===== src/rtl/stream_fall_through_buffer.sv =====
// Elastic valid/ready stream buffer, DEPTH entries, optional fall-through.
// Ports: clk_i/rst_ni/clr_i, in (valid_i/ready_o/data_i), out (valid_o/ready_i/data_o), status usage_o/full_o/empty_o.
module stream_fall_through_buffer #(
  parameter int T_w          = 1,
  parameter int DEPTH        = 2,
  parameter bit FALL_THROUGH = 1'b1,
  parameter int CNT_w        = $clog2(DEPTH + 1)
) (
  input  logic             clk_i,
  input  logic             rst_ni,
  input  logic             clr_i,
  input  logic             valid_i,
  output logic             ready_o,
  input  logic [T_w-1:0]   data_i,
  output logic             valid_o,
  input  logic             ready_i,
  output logic [T_w-1:0]   data_o,
  output logic [CNT_w-1:0] usage_o,
  output logic             full_o,
  output logic             empty_o
);

  if (DEPTH < 1) begin : g_depth_check
    $error("stream_fall_through_buffer: DEPTH must be >= 1");
  end

  localparam int PTR_w = (DEPTH > 1) ? $clog2(DEPTH) : 1;
  localparam logic [PTR_w-1:0] LAST = PTR_w'(DEPTH - 1);

  logic [T_w-1:0]   mem [DEPTH];
  logic [PTR_w-1:0] wr_ptr;
  logic [PTR_w-1:0] rd_ptr;
  logic [CNT_w-1:0] usage;
  logic             empty;
  logic             full;
  logic             push;
  logic             pop;
  logic             bypass;
  logic             wr_en;
  logic             rd_en;

  // Pointers wrap explicitly so non power-of-two depths work.
  function automatic logic [PTR_w-1:0] nxt(
    input logic [PTR_w-1:0] p
  );
    return (p == LAST) ? '0 : p + 1'b1;
  endfunction

  assign empty   = (usage == '0);
  assign full    = (usage == CNT_w'(DEPTH));
  assign usage_o = usage;
  assign empty_o = empty;
  assign full_o  = full;

  // No ready_i term here: upstream never sees a combinational path
  // through the buffer, so a pop while full cannot admit a push.
  assign ready_o = ~full & ~clr_i;

  always_comb begin
    valid_o = ~empty & ~clr_i;
    data_o  = mem[rd_ptr];
    if (FALL_THROUGH && empty) begin
      valid_o = valid_i & ~clr_i;
      data_o  = data_i;
    end
  end

  assign push   = valid_i & ready_o;
  assign pop    = valid_o & ready_i;
  // Beat enters and leaves in the same cycle without touching storage.
  assign bypass = FALL_THROUGH & empty & push & ready_i;
  assign wr_en  = push & ~bypass;
  assign rd_en  = pop & ~bypass;

  always_ff @(posedge clk_i or negedge rst_ni) begin
    if (!rst_ni) begin
      wr_ptr <= '0;
      rd_ptr <= '0;
      usage  <= '0;
      for (int i = 0; i < DEPTH; i++) begin
        mem[i] <= '0;
      end
    end else if (clr_i) begin
      wr_ptr <= '0;
      rd_ptr <= '0;
      usage  <= '0;
    end else begin
      if (wr_en) begin
        mem[wr_ptr] <= data_i;
        wr_ptr      <= nxt(wr_ptr);
      end
      if (rd_en) begin
        rd_ptr <= nxt(rd_ptr);
      end
      unique case ({wr_en, rd_en})
        2'b10:   usage <= usage + 1'b1;
        2'b01:   usage <= usage - 1'b1;
        default: usage <= usage;
      endcase
    end
  end

  a_no_push_full : assert property (
    @(posedge clk_i) disable iff (!rst_ni)
    full |-> !push
  );

  a_no_pop_empty : assert property (
    @(posedge clk_i) disable iff (!rst_ni)
    (pop && empty) |-> (FALL_THROUGH && push)
  );

  a_data_stable : assert property (
    @(posedge clk_i) disable iff (!rst_ni)
    (valid_o && !ready_i) |=> $stable(data_o)
  );

endmodule


===== config.mk =====
export PLATFORM = sky130hd
export DESIGN_NAME = stream_fall_through_buffer
export DESIGN_NICKNAME = d
export VERILOG_FILES = /design/src/rtl/stream_fall_through_buffer.sv
export SDC_FILE = /design/constraint.sdc
export NUM_CORES = 1
export LEC_CHECK = 0
export CAP_MARGIN = 20
export CORE_AREA = 2 2 39 41
export DETAILED_ROUTE_END_ITERATION = 8
export DIE_AREA = 0 0 41 43
export PLACE_DENSITY = 0.61
export SLEW_MARGIN = 30
export SYNTH_ARGS = -nofsm -noshare
export SYNTH_HDL_FRONTEND = slang
export SYNTH_SLANG_ARGS = --single-unit

===== constraint.sdc =====
create_clock -name clk_i -period 2.25 [get_ports clk_i]
set_clock_uncertainty 0.1 [all_clocks]
set_input_delay 0.45 -clock clk_i [delete_from_list [all_inputs] [get_ports clk_i]]
set_output_delay 0.45 -clock clk_i [all_outputs]
set_load 0.02 [all_outputs]

After elaboration in Yosys (flattened, before gate mapping)
Cells that the tools add are included.

Reduce and logical (&&, ||, !) cells: 6. Equal/unequal tests: 3. Order comparisons: 3. Bitwise operators: 15. Multiplexer cells: 16. Add/subtract/negate cells: 4.

Operators with widths (number): $mux W1 (12); $and A1 B1 Y1 (9); $eq A2 B2 Y1 const B (2); $ge A2 B2 Y1 const B (2); $not A1 Y1 (4); $not A1 Y2 (2); $pmux W2 S2 (1); $reduce_bool A2 Y1 (2); $reduce_bool A3 Y1 (1); $add A1 B1 Y1 const B (2); $add A2 B1 Y2 const B (1); $bwmux W2 (1); $eq A2 B1 Y1 const B (1); $logic_not A2 Y1 (1); $lt A2 B1 Y1 const B (1); $mux W2 (1); $reduce_and A2 Y1 (1); $sub A2 B1 Y2 const B (1); $demux W1 S1 (1); $logic_and A1 B1 Y1 (1).

Bits of input ports: 6. Word-level logic and storage cells: 52. Register bits: 6.

Logic depth before layout (Yosys ltp)
Gate-level depths: netlist of the first run.

Word-level depth: 11. Mapped depth: 3. Gate-level depth less buffers: 3.

Least setup slack after synthesis of the first run
OpenSTA, ideal clock, no wires.

Kind: reg2out. Start: reg usage[0], in the netlist usage_o[0]. End: out data_o. Slack: 427 ps. Stages on the path, launching flop included: 3. Data arrival time: 1273 ps. Required time: 1700 ps. Cell sequence: dfrtp_1 nor2_1 o21ai_0.

Word-level cells in the longest chain between the ends: 2.

Ends and longest elaborated chain: start, declared (line 33) `logic [CNT_w-1:0] usage;`; start signal, assigned (line 96) `2'b10: usage <= usage + 1'b1;`; start signal, assigned (line 97) `2'b01: usage <= usage - 1'b1;`; start signal, assigned (line 98) `default: usage <= usage;`; $logic_not A2 Y1 (line 49) `assign empty = (usage == '0);`; net empty_o (line 20) `output logic empty_o`; $mux W1 (line 62) `if (FALL_THROUGH && empty) begin`; end, declared (line 17) `output logic [T_w-1:0] data_o,`.

The timed path passes the listed nets, and every way through them passes these cells.

Final worst setup path of the first run
Start: reg usage[1], in the netlist usage_o[1]. End: out full_o.

Word-level cells in the longest chain between the ends: 1.

Ends and longest elaborated chain: $eq A2 B2 Y1 (line 50) `assign full = (usage == CNT_w'(DEPTH));`; end, declared (line 19) `output logic full_o,`.

Every way passes these cells.

==> results.yml, run 1 <==
cts:
  clock_latency_ns: 0.24
  clock-sinks: 6
  path_clk_slew_ns: 0.05
  clk_path_buf_depth: 2
  cts-root-buf: "clkbuf_4"
  postCtsSetupRepairBufs: 0
  cts_tree: "built"
  cts_buffers: 3
  htree_levels: 1
finish:
  drive_above_1_share_pct: 29.6
  finalNonFillerCells: 70
  nNetsFinal: 62
  areaGrowthSynthToFinish_pct: 60.4
  diodes: 0
global_route:
  grt_pass1_vias: 277
  track_usage_pct: 10.2
  grt_overflow: 0
  grt_pass1_wl_um: 1160
  antenna_found_initial: 0
  grt_max_degree: 10
sta:
  period_share_pct: 93.3
  maxSlewHeadroom_pct: 81.0
  setup_viol: 0
  rsz0062_at_grt: "no"
  tightestPinTransition_ns: 0.284
  finalWorstSetupSlack_ns: 0.151
  finalHoldViolations: 0
  drv_slew: 0
  fmax_ghz: 0.476
  setup_tns_ns: 0
  post-route-min-period_ns: 2.10
  hold_slack_ns: 0.349
drt:
  drc: 0
  drtIter0Drc: 5
  via_per_inst: 4.54
  drtAntennaViolNets: 0
  drt-pass1-iter-count: 4
  vias: 318
  wl_per_cell_um: 11.1
  wl_um: 780
floorplan:
  rows: 14
  ios: 13
  die_width_um: 41
  core_area_mm2: 0.00138
  dieHeight_um: 43
  initial_core_util_pct: 24.9
  dieArea_mm2: 0.00176
power_and_ir_drop:
  power.density_mw_per_mm2: 598
  p_clk_share_pct: 30.9
  switching_power_uw: 92.1
  intPower_uw: 238
  leakage_uw: 0.000263
  combPwrFrac_pct: 27.6
  irDropWorstVdd_mv: 0.187
  pwr-share-seq_pct: 41.5
  switching_share_pct: 27.9
  p_total_uw: 330
synth:
  synth_area_per_cell_um2: 10.1
  synth_cell_types: 20
  synth_top_cell_by_area: "dfrtp_1"
  ys_seq_elements: 6
  synth_area_um2: 344
  netlist_instances: 34
  yosysWarnings: 0
  yosysSeqAreaShare_pct: 43.6
  syn_nets: 40
  yosys-top-cells-area: "dfrtp_1, xor2_1, o21ai_0"
  synth_top_area_share_pct: 43.6
placed_design:
  dp_cells: 67
  gp_congestion: 0.780
  pre_cts_slack_ns: -0.0254
  port_buffers: 12
worst_setup_path:
  crit_fanout: 9
  critPathArrivalTime_ns: 1.55
  critPathKind: "reg -> out"
  cp_slowest_cell: "clkdlybuf4s50_1"
  path_cells: "and2b_2 > clkdlybuf4s50_1"
  cp-end-kind: "output port"
  cp_num_buf_inv: 1
  startpoint: "usage_o[1]"
  r2r-start: "usage_o[1]"
  critPathLaunchType: "flip-flop"
  crit_required_ns: 1.70
  cpLargestDelayFamily: "buffers and inverters"
  critPathMaxStageDelay_ns: 0.60
status:
  status: "finished, final reports clean"
flow_run:
  cap_violations: 0
hold_path:
  hold_path.class: "in -> async"
power by group through the flow:
stage	logic, uW	clock network (uW)	registers [uW]
finish	91.0	102	137
global route	98.4	113	140
CTS	92.7	108	136
detailed placement	93.3	0	138
global placement	93.1	0	138
floorplan	47.2	0	137
routing by layer:
layer	share of wire, %	up-vias	routed length, um	track usage (%)
li1	-	164	-	-
met1	46	144	359	13.9
met2	49	10	381	12.5
met3	5.1	0	40	0
met4	0	0	0	12.0
met5	0	-	0	0
final cells by class:
cell class	count	area [um2]
clock buffer	3	22.5
fill	150	832
inverter	1	3.75
multi-input combinational	27	193
sequential	6	151
tap	16	20.0
timing repair buffer	17	161
state kept, by name (all words and copies together), names as in the netlist:
name	flops
mem	2
rd_ptr	1
usage_o	2
wr_ptr	1
what timing repair did:
item / in CTS / in global routing
hold buffers: 0 / 0
gates resized for setup: 2 / 3
pin swaps: 0 / 0
setup endpoints to repair: 2 / 2
metrics by stage:
step           utilization [%]  cell area (um2)
6_report                  39.9              552
5_1_grt                   39.9              552
4_1_cts                   39.4              546
3_5_place_dp              37.7              522
3_3_place_gp              37.7              522
2_1_floorplan                -              344
cell families (layout without fill, tap and decap cells):
kind of cell / after synthesis / count (layout) / share of synthesized area [%]
buffers and inverters: 1 / 21 / 1.09
DFF: 6 / 6 / 43.6
xor gates and xnor gates: 2 / 2 / 5.09
muxes: 3 / 3 / 10.5
AOI/OAI and AO/OA: 10 / 10 / 18.9
and+or+nand+nor: 12 / 12 / 20.7
final timing paths:
kind                       slack (ns)  depth (start not counted)          to
max reg2reg                      0.57                          3      mem[1]
min in group clk_i               0.40                          1      mem[0]
max                              0.15                          2      full_o
min                              0.35                          1      mem[0]
min reg2reg                      0.40                          1      mem[0]
max in group asynchronous        1.46                          1  usage_o[0]
Yosys cell counts:
| cell type | instances |
|---|---|
| nor3_1 | 1 |
| inv_1 | 1 |
| nor2_1 | 3 |
| o21ba_2 | 1 |
| mux2_2 | 1 |
| o21ai_0 | 3 |
| xor2_1 | 2 |
| dfrtp_1 | 6 |
| mux2i_1 | 1 |
| and3b_2 | 1 |
| nand2_1 | 3 |
| and2b_2 | 1 |
| mux2_4 | 1 |
| a21oi_1 | 2 |
| a211oi_1 | 2 |
| o211ai_1 | 1 |
| or4_4 | 1 |
| nor3b_1 | 1 |
| nor2b_1 | 1 |
| o21bai_1 | 1 |
cell usage in the layout, fill, tap and decap left out:
cell type        count
dlygate4sd2_1        1
o211ai_1             1
and3b_2              1
nor2_1               2
nand2_1              3
nor2b_1              1
o21ai_0              3
clkbuf_4             3
nor2_2               1
or4_4                1
mux2_4               1
and2b_2              1
o21bai_1             1
nor3b_1              1
dfrtp_2              1
xor2_1               2
a211oi_1             2
buf_4                5
mux2i_1              1
mux2_2               1
inv_1                1
nor3_1               1
clkdlybuf4s50_1      9
o21ba_2              1
dlymetal6s2s_1       2
dfrtp_1              5
a21oi_1              2
(Power assumes the default switching activity.)
==> run 2: changes to the inputs <==
--- a/config.mk
+++ b/config.mk
@@ -9,7 +9,8 @@
 export CORE_AREA = 2 2 39 41
 export DETAILED_ROUTE_END_ITERATION = 8
 export DIE_AREA = 0 0 41 43
-export PLACE_DENSITY = 0.61
+export PLACE_DENSITY = 0.49
+export SETUP_SLACK_MARGIN = 0.3
 export SLEW_MARGIN = 30
 export SYNTH_ARGS = -nofsm -noshare
 export SYNTH_HDL_FRONTEND = slang
==> results.yml, run 2 (synthesis results as in run 1) <==
floorplan:
  dieHeight_um: 43
  dieArea_mm2: 0.00176
  ios: 13
  core_area_mm2: 0.00138
  die_width_um: 41
  rows: 14
  initial_core_util_pct: 24.9
global_route:
  grt_overflow: 0
  grt_max_degree: 8
  grt_pass1_vias: 352
  grt_pass1_wl_um: 1370
  track_usage_pct: 11.9
  antenna_found_initial: 0
placed_design:
  gp_congestion: 0.742
  place_area_um2: 544
  port_buffers: 12
  place_hpwl_um: 657
  dp_cells: 70
worst_setup_path:
  critPathMaxStageDelay_ns: 0.52
  rrSetupSlack_ns: 0.51
  crit_required_ns: 2.27
  r2r-start: "usage_o[1]"
  critPathLaunchType: "primary input"
  path_cells: "clkdlybuf4s50_1 > inv_1 > buf_4 > or4_4 > mux2_4"
  rr_endpoint: "mem[1]"
  crit_fanout: 3
  critPathKind: "in -> reg"
  critPathArrivalTime_ns: 1.94
  cp-end-kind: "flip-flop"
  reg2regPathDepth: 4
  cp_slowest_cell: "or4_4"
cts:
  cts-root-buf: "clkbuf_4"
  clock_latency_ns: 0.24
  cts_resized: 7
  clk_path_buf_depth: 2
  cts_buffers: 3
  clock-sinks: 6
  cts_tree: "built"
  htree_levels: 1
  ctsHoldBuffers: 0
  path_clk_slew_ns: 0.04
  postCtsSetupRepairBufs: 0
finish:
  fill_cells: 153
  final_cell_mix: "buf_4, dfrtp_1, clkdlybuf4s50_1"
  areaGrowthSynthToFinish_pct: 62.5
  layout_commonest_cell: "buf_4"
  seq_area_um2: 150
  diodes: 0
  finalNonFillerCells: 73
  drive_above_1_share_pct: 36.8
  multiInputGateArea_um2: 193
  nNetsFinal: 65
  stdcell_area_um2: 559
status:
  status: "finished, final reports clean"
drt:
  vias: 346
  drtIter0Drc: 4
  drtAntennaViolNets: 0
  drc: 0
  via_per_inst: 4.74
  drt-pass1-iter-count: 4
  wl_per_cell_um: 11.8
  wl_um: 860
power_and_ir_drop:
  switching_power_uw: 88.0
  switching_share_pct: 27.2
  irDropWorstVdd_mv: 0.172
  leakage_uw: 0.000305
  power.density_mw_per_mm2: 578
  pwr-share-seq_pct: 41.6
  intPower_uw: 235
  p_clk_share_pct: 29.5
  combPwrFrac_pct: 28.9
sta:
  post-route-min-period_ns: 1.92
  setup_tns_ns: 0
  finalHoldViolations: 0
  drv_slew: 0
  setup_viol: 0
  fmax_ghz: 0.522
  period_share_pct: 85.2
  rsz0062_at_grt: "no"
  tightestPinTransition_ns: 0.268
  maxSlewHeadroom_pct: 82.1
hold_path:
  hold_path.class: "in -> async"
flow_run:
  cap_violations: 0
-- run 2: stage by stage --
stage	utilization [%]	total power [uW]	hold slack, ns	worst slack, ns
2_1_floorplan	-	184	0.0544	0.427
3_3_place_gp	39.3	234	0.393	-0.00862
3_5_place_dp	39.3	236	0.396	-0.0227
4_1_cts	40.8	332	0.358	0.257
5_1_grt	40.4	345	0.358	0.309
6_report	40.4	323	0.350	0.333
-- run 2: per-layer routing --
metal | routed length [um] | global-route usage (%) | vias up
met1 | 392 | 15.8 | 163
met5 | 0 | 0 | -
met2 | 416 | 16.3 | 13
met4 | 0 | 12.0 | 0
li1 | - | - | 170
met3 | 52 | 0 | 0
-- run 2: final cells by class --
type | instances | share of cell area [%]
Inverter | 1 | 0.671
Timing Repair Buffer | 20 | 30.4
Tap cell | 16 | 3.58
Clock buffer | 3 | 4.03
Multi-Input combinational cell | 27 | 34.5
Sequential cell | 6 | 26.8
-- run 2: critical path, delay by kind of cell --
| kind | cells | cell delay (ns) |
|---|---|---|
| multiplexers | 1 | 0.31 |
| buffers and inverters | 3 | 0.66 |
| AND/OR/NAND/NOR | 1 | 0.52 |
-- run 2: worst max-delay path by stage --
stage | from | end | slack [ns] | cells past startpoint
4_1_cts | valid_i | valid_o | 0.26 | 4
5_1_grt | valid_i | mem[1] | 0.31 | 5
6_report | valid_i | mem[1] | 0.33 | 5
3_5_place_dp | valid_i | valid_o | -0.02 | 4
2_1_floorplan | usage_o[0] | data_o | 0.43 | 2
3_3_place_gp | valid_i | valid_o | -0.009 | 4
-- run 2: power by group through the flow --
stage	combinational, uW	sequential, uW	clock, uW
after floorplan	47.2	137	0
after global placement	98.9	135	0
after detailed placement	100	136	0
after CTS	96.4	135	101
after global routing	101	136	107
final	93.4	135	95.5
